**config.mk**
```make
export PLATFORM = sky130hd
export DESIGN_NAME = utopia_rx_cell_assembler_flat
export DESIGN_NICKNAME = d
export VERILOG_FILES = /design/src/rtl/utopia_rx_cell_assembler_if.sv /design/src/rtl/utopia_rx_cell_assembler.sv /design/src/flat_wrapper.sv
export SDC_FILE = /design/constraint.sdc
export NUM_CORES = 1
export LEC_CHECK = 0
export CAP_MARGIN = 20
export CORE_ASPECT_RATIO = 0.8
export CORE_UTILIZATION = 48
export CTS_CLUSTER_SIZE = 30
export DETAILED_ROUTE_END_ITERATION = 7
export PLACE_DENSITY = 0.92
export SLEW_MARGIN = 20
export SYNTH_ARGS = -nofsm -noshare
export SYNTH_HDL_FRONTEND = slang
export SYNTH_SLANG_ARGS = --single-unit
```
**constraint.sdc**
```tcl
create_clock -name clk_in -period 2.4 [get_ports clk_in]
set_input_delay 0.48 -clock clk_in [delete_from_list [all_inputs] [get_ports clk_in]]
set_output_delay 0.48 -clock clk_in [all_outputs]
set_load 0.05 [all_outputs]
```
**src/rtl/utopia_rx_cell_assembler_if.sv**
```systemverilog
// Bundles the Utopia receive byte bus (PHY side) and the assembled-cell
// valid/ready bus (core side). The assembler uses the slave view.
interface utopia_rx_cell_assembler_if #(
  parameter int IfWidth = 8
) ();
  logic                   clav;
  logic                   soc;
  logic [IfWidth-1:0]     data;
  logic                   en;
  logic [53*IfWidth-1:0]  ATMcell;
  logic                   valid;
  logic                   ready;

  // Byte transfer: a byte moves on a rising edge where en==0 and clav==1.
  // Cell transfer: ATMcell moves on a rising edge where valid==1 and ready==1;
  // once valid is high, ATMcell and valid hold until that edge.
  modport slave (
    input  clav, soc, data, ready,
    output en, ATMcell, valid
  );

  modport master (
    output clav, soc, data, ready,
    input  en, ATMcell, valid
  );
endinterface

```
**src/rtl/utopia_rx_cell_assembler.sv**
```systemverilog
// Utopia Level-1 receive cell assembler: pulls 53 octets from the PHY, checks
// the header HEC, and presents the whole cell as one word on a valid/ready bus.
module utopia_rx_cell_assembler #(
  parameter int          IfWidth  = 8,
  parameter logic [7:0]  HecCoset = 8'h55,
  parameter bit          HecCheck = 1'b1,
  parameter int          CntWidth = 16
) (
  input  logic                 clk_in,
  input  logic                 reset,
  utopia_rx_cell_assembler_if.slave bus,
  output logic                 hec_err,
  output logic                 runt_err,
  output logic [CntWidth-1:0]  cell_cnt,
  output logic [CntWidth-1:0]  err_cnt,
  output logic [1:0]           dbg_state_o
);

  localparam int CellW = 53 * IfWidth;
  localparam logic [CntWidth-1:0] CntOne = {{(CntWidth-1){1'b0}}, 1'b1};

  typedef enum logic [1:0] {
    IDLE = 2'd0,
    RECV = 2'd1,
    HOLD = 2'd2
  } state_e;

  state_e               state_q, state_d;
  logic [5:0]           cnt_q, cnt_d;
  logic [7:0]           crc_q, crc_d;
  logic                 bad_q, bad_d;
  logic                 en_q, en_d;
  logic                 valid_q, valid_d;
  logic [CellW-1:0]     cell_q, cell_d;
  logic                 hec_q, hec_d;
  logic                 runt_q, runt_d;
  logic [CntWidth-1:0]  cell_cnt_q, cell_cnt_d;
  logic [CntWidth-1:0]  err_cnt_q, err_cnt_d;
  logic                 accept;

  // One octet of CRC-8 (x^8+x^2+x+1), MSB first.
  function automatic logic [7:0] crc8_step(input logic [7:0] crc, input logic [7:0] d);
    logic [7:0] c;
    c = crc ^ d;
    for (int i = 0; i < 8; i++) begin
      c = c[7] ? ((c << 1) ^ 8'h07) : (c << 1);
    end
    return c;
  endfunction

  assign accept = !en_q && bus.clav;

  always_comb begin
    state_d    = state_q;
    cnt_d      = cnt_q;
    crc_d      = crc_q;
    bad_d      = bad_q;
    en_d       = en_q;
    valid_d    = valid_q;
    cell_d     = cell_q;
    hec_d      = 1'b0;
    runt_d     = 1'b0;
    cell_cnt_d = cell_cnt_q;
    err_cnt_d  = err_cnt_q;

    case (state_q)
      IDLE: begin
        en_d    = 1'b1;
        valid_d = 1'b0;
        if (bus.clav) begin
          state_d = RECV;
          en_d    = 1'b0;
          cnt_d   = 6'd0;
          crc_d   = 8'h00;
          bad_d   = 1'b0;
        end
      end

      RECV: begin
        if (accept) begin
          if (cnt_q == 6'd0 && !bus.soc) begin
            // Stray octet outside a cell: keep hunting for soc.
            cnt_d = 6'd0;
          end else if (cnt_q != 6'd0 && bus.soc) begin
            runt_d = 1'b1;
            cell_d = {cell_q[CellW-IfWidth-1:0], bus.data};
            cnt_d  = 6'd1;
            crc_d  = crc8_step(8'h00, bus.data);
            bad_d  = 1'b0;
          end else begin
            cell_d = {cell_q[CellW-IfWidth-1:0], bus.data};
            cnt_d  = cnt_q + 6'd1;
            if (cnt_q < 6'd4) begin
              crc_d = crc8_step(crc_q, bus.data);
            end
            if (cnt_q == 6'd4 && ((crc_q ^ HecCoset) != bus.data)) begin
              bad_d = 1'b1;
            end
            if (cnt_q == 6'd52) begin
              en_d  = 1'b1;
              cnt_d = 6'd0;
              hec_d = bad_q;
              if (bad_q && HecCheck) begin
                state_d = IDLE;
              end else begin
                state_d = HOLD;
                valid_d = 1'b1;
              end
            end
          end
        end
      end

      HOLD: begin
        en_d = 1'b1;
        if (valid_q && bus.ready) begin
          state_d    = IDLE;
          valid_d    = 1'b0;
          cell_cnt_d = cell_cnt_q + CntOne;
        end
      end

      default: begin
        state_d = IDLE;
        en_d    = 1'b1;
        valid_d = 1'b0;
      end
    endcase

    if ((hec_d || runt_d) && (err_cnt_q != {CntWidth{1'b1}})) begin
      err_cnt_d = err_cnt_q + CntOne;
    end
  end

  always_ff @(posedge clk_in) begin
    if (reset) begin
      state_q    <= IDLE;
      cnt_q      <= 6'd0;
      crc_q      <= 8'h00;
      bad_q      <= 1'b0;
      en_q       <= 1'b1;
      valid_q    <= 1'b0;
      cell_q     <= '0;
      hec_q      <= 1'b0;
      runt_q     <= 1'b0;
      cell_cnt_q <= '0;
      err_cnt_q  <= '0;
    end else begin
      state_q    <= state_d;
      cnt_q      <= cnt_d;
      crc_q      <= crc_d;
      bad_q      <= bad_d;
      en_q       <= en_d;
      valid_q    <= valid_d;
      cell_q     <= cell_d;
      hec_q      <= hec_d;
      runt_q     <= runt_d;
      cell_cnt_q <= cell_cnt_d;
      err_cnt_q  <= err_cnt_d;
    end
  end

  assign bus.en      = en_q;
  assign bus.valid   = valid_q;
  assign bus.ATMcell = cell_q;
  assign hec_err     = hec_q;
  assign runt_err    = runt_q;
  assign cell_cnt    = cell_cnt_q;
  assign err_cnt     = err_cnt_q;
  assign dbg_state_o = state_q;

endmodule

```
**src/flat_wrapper.sv**
```systemverilog
// flat-port wrapper written by rule: the top's interface ports become plain ports
module utopia_rx_cell_assembler_flat 
#(
  parameter int          IfWidth  = 8,
  parameter logic [7:0]  HecCoset = 8'h55,
  parameter bit          HecCheck = 1'b1,
  parameter int          CntWidth = 16
)
  (clk_in, reset, hec_err, runt_err, cell_cnt, err_cnt, dbg_state_o, bus_clav, bus_soc, bus_data, bus_ready, bus_en, bus_ATMcell, bus_valid);
  utopia_rx_cell_assembler_if #(.IfWidth(IfWidth)) bus_i ();
  input  logic clk_in;
  input  logic reset;
  output logic hec_err;
  output logic runt_err;
  output logic [CntWidth-1:0] cell_cnt;
  output logic [CntWidth-1:0] err_cnt;
  output logic [1:0] dbg_state_o;
  input wire logic [$bits(bus_i.clav)-1:0] bus_clav;
  input wire logic [$bits(bus_i.soc)-1:0] bus_soc;
  input wire logic [$bits(bus_i.data)-1:0] bus_data;
  input wire logic [$bits(bus_i.ready)-1:0] bus_ready;
  output wire logic [$bits(bus_i.en)-1:0] bus_en;
  output wire logic [$bits(bus_i.ATMcell)-1:0] bus_ATMcell;
  output wire logic [$bits(bus_i.valid)-1:0] bus_valid;
  assign bus_i.clav = bus_clav;
  assign bus_i.soc = bus_soc;
  assign bus_i.data = bus_data;
  assign bus_i.ready = bus_ready;
  assign bus_en = bus_i.en;
  assign bus_ATMcell = bus_i.ATMcell;
  assign bus_valid = bus_i.valid;
  utopia_rx_cell_assembler #(.IfWidth(IfWidth), .HecCoset(HecCoset), .HecCheck(HecCheck), .CntWidth(CntWidth)) u_core (.clk_in(clk_in), .reset(reset), .bus(bus_i), .hec_err(hec_err), .runt_err(runt_err), .cell_cnt(cell_cnt), .err_cnt(err_cnt), .dbg_state_o(dbg_state_o));
endmodule
```
## Word level (Yosys, flattened, before mapping)

Cells that the tools add are included.

| word-level totals | value |
|---|---|
| register bits | 477 |
| latch bits | 0 |
| bits in writable memories | 0 |
| bits in read-only memories | 0 |
| input port bits | 13 |
| output and inout port bits | 462 |
| logic and storage cells | 134 |
| memories kept | 0 |

| operators by class | value |
|---|---|
| $add $sub $neg | 3 |
| multipliers | 0 |
| div/mod/pow operators | 0 |
| $lt $le $gt $ge | 1 |
| eq/ne operators | 15 |
| shifts and indexed selects | 0 |
| multiplexer cells | 64 |
| bitwise logic cells | 19 |
| reduce and logical (&&, ||, !) cells | 21 |

Operators with widths:

| operator | count |
|---|---|
| 3-bit 2-to-1 mux | 16 |
| 3-bit inverter | 16 |
| 8-bit 2-to-1 mux | 5 |
| 16-bit by 1-bit adder with 16-bit output (second input constant) | 2 |
| 6-bit 2-to-1 mux | 5 |
| 1-bit 2-to-1 mux | 25 |
| 16-bit != test (second input constant) | 1 |
| 8-bit one-hot mux with 2 select lines | 1 |
| 2-bit 2-to-1 mux | 7 |
| 6-bit one-hot mux with 2 select lines | 1 |
| 6-bit AND reduction | 2 |
| 5-bit AND reduction | 2 |
| 2-bit != test (second input constant) | 4 |
| 8-bit != test | 1 |
| 8-bit XOR | 1 |
| 6-bit by 1-bit adder with 6-bit output (second input constant) | 1 |
| 6-bit by 3-bit equality test with 1-bit output (second input constant) | 1 |
| 6-bit equality test (second input constant) | 1 |
| 1-bit logical AND | 6 |
| 6-bit zero test | 1 |
| 6-bit by 3-bit < comparator with 1-bit output (second input constant) | 1 |
| 2-bit by 1-bit != test with 1-bit output (second input constant) | 3 |
| 3-bit by 1-bit != test with 1-bit output (second input constant) | 2 |
| 1-bit one-hot mux with 2 select lines | 3 |
| other kinds (13) | 15 |

## Depth between registers and ports, before layout

| depth | value |
|---|---|
| depth after elaboration | 22 |
| depth in mapped cells | 10 |
| depth with buffers taken out | 7 |

## Least setup slack after synthesis

OpenSTA, ideal clock, no wires.

| path | value |
|---|---|
| path type | flip-flop to flip-flop |
| start | reg u_core.err_cnt_q[0], in the netlist u_core.err_cnt[0] |
| end | reg u_core.err_cnt_q[8], in the netlist u_core.err_cnt[8] |
| library setup time | 121 ps |
| data arrival time | 2336 ps |
| required time | 2279 ps |
| slack | -57 ps |
| cell stages (with the launch flop) | 7 |
| buffers on the path | 0 |
| clock period less this slack | 2457 ps |
| cell sequence | dfxtp_1 > ha_1 > nand2_1 > or2_2 > nor4_1 > nand4_1 > mux2_2 |

| between the ends | value |
|---|---|
| word-level cells in the longest chain between the ends | 2 |

Ends and longest elaborated chain:

| what | line | RTL |
|---|---|---|
| start, declared | utopia_rx_cell_assembler.sv:38 | `logic [CntWidth-1:0] err_cnt_q, err_cnt_d;` |
| start signal, assigned | utopia_rx_cell_assembler.sv:159 | `err_cnt_q <= err_cnt_d;` |
| branches (longest 2 deep; another with 16-bit by 1-bit adder with 16-bit output) | - |  |

Several ways; the timed one is not identified.
A chain may end at the register's enable or synchronous reset.

## Final worst setup path

| path | value |
|---|---|
| start | reg u_core.err_cnt_q[7], in the netlist u_core.err_cnt[7] |
| end | out err_cnt[7] |

RTL lines:

| what | line | RTL |
|---|---|---|
| end, declared | flat_wrapper.sv:16 | `output logic [CntWidth-1:0] err_cnt;` |

No word-level cell between the ends.

==> run metrics <==
Buf/Inv on CP=1; crit path max-delay cell type=clkdlybuf4s50_1; P&R area growth vs syn=39.57%; clk_skew=between 0.01 and 0.015 ns; Detailed Place HPWL=37860 um; proportion of layout cells with a drive suffix above 1=5.539%; # fillers=around 2500; fin nets=about 2600; initial antenna violation count=0; Setup CP Type=flip-flop to primary output; GRT Residual Overflow=0; Least-Margin Pin Slew=0.6051 ns; CP max stage delay=0.86 ns; clk slew on worst S/H paths=about 0.070 ns; Pwr Density=between 600 and 700 nW/um^2; Via-to-Cell Ratio=roughly 5.5; IO Pins=roughly 480; Setup crit start kind=flip-flop; H-tree depth=2; main flop type after synthesis=dfxtp_1; Final Setup Violations=0; number of cells on the critical path=1; critical path arrival=about 1.9 ns; total CTS buffers=46; Post-DRT Antenna Nets=0; clk_lat worst skew=~0.55 ns; sequential share of the synthesized area=54.91%; drt first pass iters=6; Final Hold Viols=0; CTS tree=built; Die Width=around 210 um; placed cell count=3027; fin cells=3108; n_diodes=0; Yosys cell types=between 50 and 60; Yosys top cell area share=about 55%; r2r setup slk=~0.10 ns; post-layout minimum cycle time=around 2.3 ns; cts hold-fix bufs=0; row count=61; Synth Net Count=2207; via count=16990; Cells after Synth=roughly 2200; Synth area leader=dfxtp_1; Syn. warnings=0; number of global-route vias before repair=roughly 16000; global-route wire length before repair=approximately 85000 um; synthesized area=about 17000 um^2; fin. max-slew vios=0; outcome=completed; crit path cell chain=clkdlybuf4s50_1; Max-Cap Viols=0; maximum vdd drop=approximately 570 uV; delay-heaviest family, CP=buffers and inverters; final cycle utilization of the critical path=a little over nine tenths; pre-CTS WS=-0.05645 ns; final wirelength=about 56000 um; initial drt markers=1745; P_leak=7.939 nW; Crit Path Max Fanout=7; FMAX=0.4286 GHz; GRT Total Usage=between 20% and 30%; Max Root-Sink Buffers=3; Hold Path Class=primary input to flip-flop; Post-synth EDFFs=0; Max-slew headroom=slightly below 60%; DR DRC count=0; post-detailed-route wirelength per cell=around 18 um; CTS Sinks=approximately 480; Worst Path Required=around 1.9 ns; r2r worst-path depth=8; IO buf count=~470; Initial Util=49.43%; Tot Pwr=16.02 mW; hold path cells=2; Async S/R FF share, synth=0%; post-layout util=between 60 and 70%; CP Capture Type=primary output; flops & latches, synth=approximately 480; largest net degree at the start of global routing=142; full die area=around 37000 um^2; core box area=35190 um^2; Synth area leaders=dfxtp_1 55%, nand2_1 19%, a21oi_1 13%; routability cong.=0.9297; clk root buf=clkbuf_16; syn avg cell area=around 8.0 um^2; Worst Slack Setup Final=roughly 0.067 ns; Vert. Die Dim=172.3 um
[sequential cells by signal (all words and copies together) (netlist names)]
| signal | flops |
|---|---|
| u_core.bus.ATMcell | 424 |
| u_core.cell_cnt | 16 |
| u_core.err_cnt | 16 |
| u_core.crc_q | 8 |
| u_core.cnt_q | 6 |
| u_core.dbg_state_o | 2 |
| u_core.bad_q | 1 |
| u_core.bus.en | 1 |
| u_core.bus.valid | 1 |
| u_core.hec_err | 1 |
| u_core.runt_err | 1 |
[cell families (layout without fill, tap and decap cells)]
| logic type | Yosys count | count (layout) | synth area share (%) |
|---|---|---|---|
| XOR/XNOR | 46 | 46 | 2.396 |
| buffers and inverters | 169 | 618 | 4.137 |
| flip-flops | 477 | 477 | 54.91 |
| AND/OR/NAND/NOR | 982 | 982 | 22.75 |
| adder cells (fa/ha/maj) | 7 | 7 | 0.5036 |
| multiplexers | 6 | 6 | 0.3597 |
| AO/OA/AOI/OAI | 500 | 500 | 14.95 |
[where the power goes]
part | switching [mW] | internal, mW | total (mW)
clock network | 3.07 | 4.36 | 7.43
logic | 0.439 | 0.199 | 0.638
registers | 0.0211 | 7.93 | 7.95
total | 3.53 | 12.5 | 16.0
[cell type report]
cell class / count / area, um^2 / share of cell area [%]
repair buffers: 529 / 5390 / 22.21
clock buffers: 58 / 1257 / 5.180
multi-input cells: 1541 / 7171 / 29.54
clock inverters: 21 / 277.8 / 1.144
flip-flops and latches: 477 / 9549 / 39.34
well taps: 472 / 590.6 / 2.433
inverters: 10 / 37.54 / 0.1546
[per-layer routing]
metal	wire length (um)	track usage, %	vias up
li1	-	-	7979
met1	21100	32.91	8035
met2	27150	49.13	804
met3	4720	7.177	175
met4	2590	12.92	0
met5	0	0	-
[synthesized netlist by cell type, types with 2 or more instances]
master / instances
a21oi_1: 452
a22o_1: 4
a31oi_1: 3
and2_1: 2
and3_1: 10
and4_1: 4
and4b_1: 2
buf_2: 50
buf_4: 2
buf_6: 2
clkbuf_1: 104
dfxtp_1: 477
ha_1: 7
inv_1: 10
mux2_2: 2
mux2i_1: 4
nand2_1: 869
nand2b_1: 3
nand3_1: 12
nand3b_1: 3
nand4_1: 8
nand4b_1: 3
nor2_1: 25
nor2b_1: 8
nor3_1: 6
nor4_1: 5
o211ai_1: 4
o21a_1: 3
o21ai_0: 11
o21ai_1: 3
o311ai_0: 2
o31ai_1: 10
o41ai_1: 4
or2_2: 2
or3_1: 5
or4_1: 6
xnor2_1: 29
xor2_1: 16
[final timing paths]
check / endpoint / start
worst max-delay path: err_cnt[7] / u_core.err_cnt[7]
worst min-delay path: u_core.cell_cnt[14] / reset
worst max register to register: u_core.err_cnt[7] / u_core.cnt_q[0]
worst min register to register: u_core.bus.ATMcell[359] / u_core.bus.ATMcell[351]
[placed cells by master (no fill, tap or decap), drive strengths merged, types with 4 or more instances in the layout]
cell type,n
nand2,869
dfxtp,477
clkdlybuf4s50,470
a21oi,452
clkbuf,58
buf,57
xnor2,29
nor2,26
xor2,16
o21ai,14
nand3,12
inv,12
and3,10
o31ai,10
clkinv,10
nor2b,8
nand4,8
nor3,7
ha,7
or4,6
bufinv,6
or3,6
nor4,5
a22o,4
and4,4
o41ai,4
o211ai,4
mux2i,4
nand4b,4
[what timing repair did]
item                                    4_1_cts  5_1_grt
endpoints found under the hold margin         0        0
endpoints found under the setup margin        2        8
resized for setup                             2        6
buffers inserted                              0        2
[per-stage QoR]
step                      area [um^2]  setup TNS [ns]  hold WS [ns]
after global routing            24270         -0.1905        0.3167
after CTS                       24220               0        0.3041
after detailed placement        22690        -0.07484        0.4563
after global placement          22690               0        0.4428
after floorplan                 17400               0        0.4574
final                           24270               0        0.3328
No activity file was read; power rests on OpenSTA's default activity.
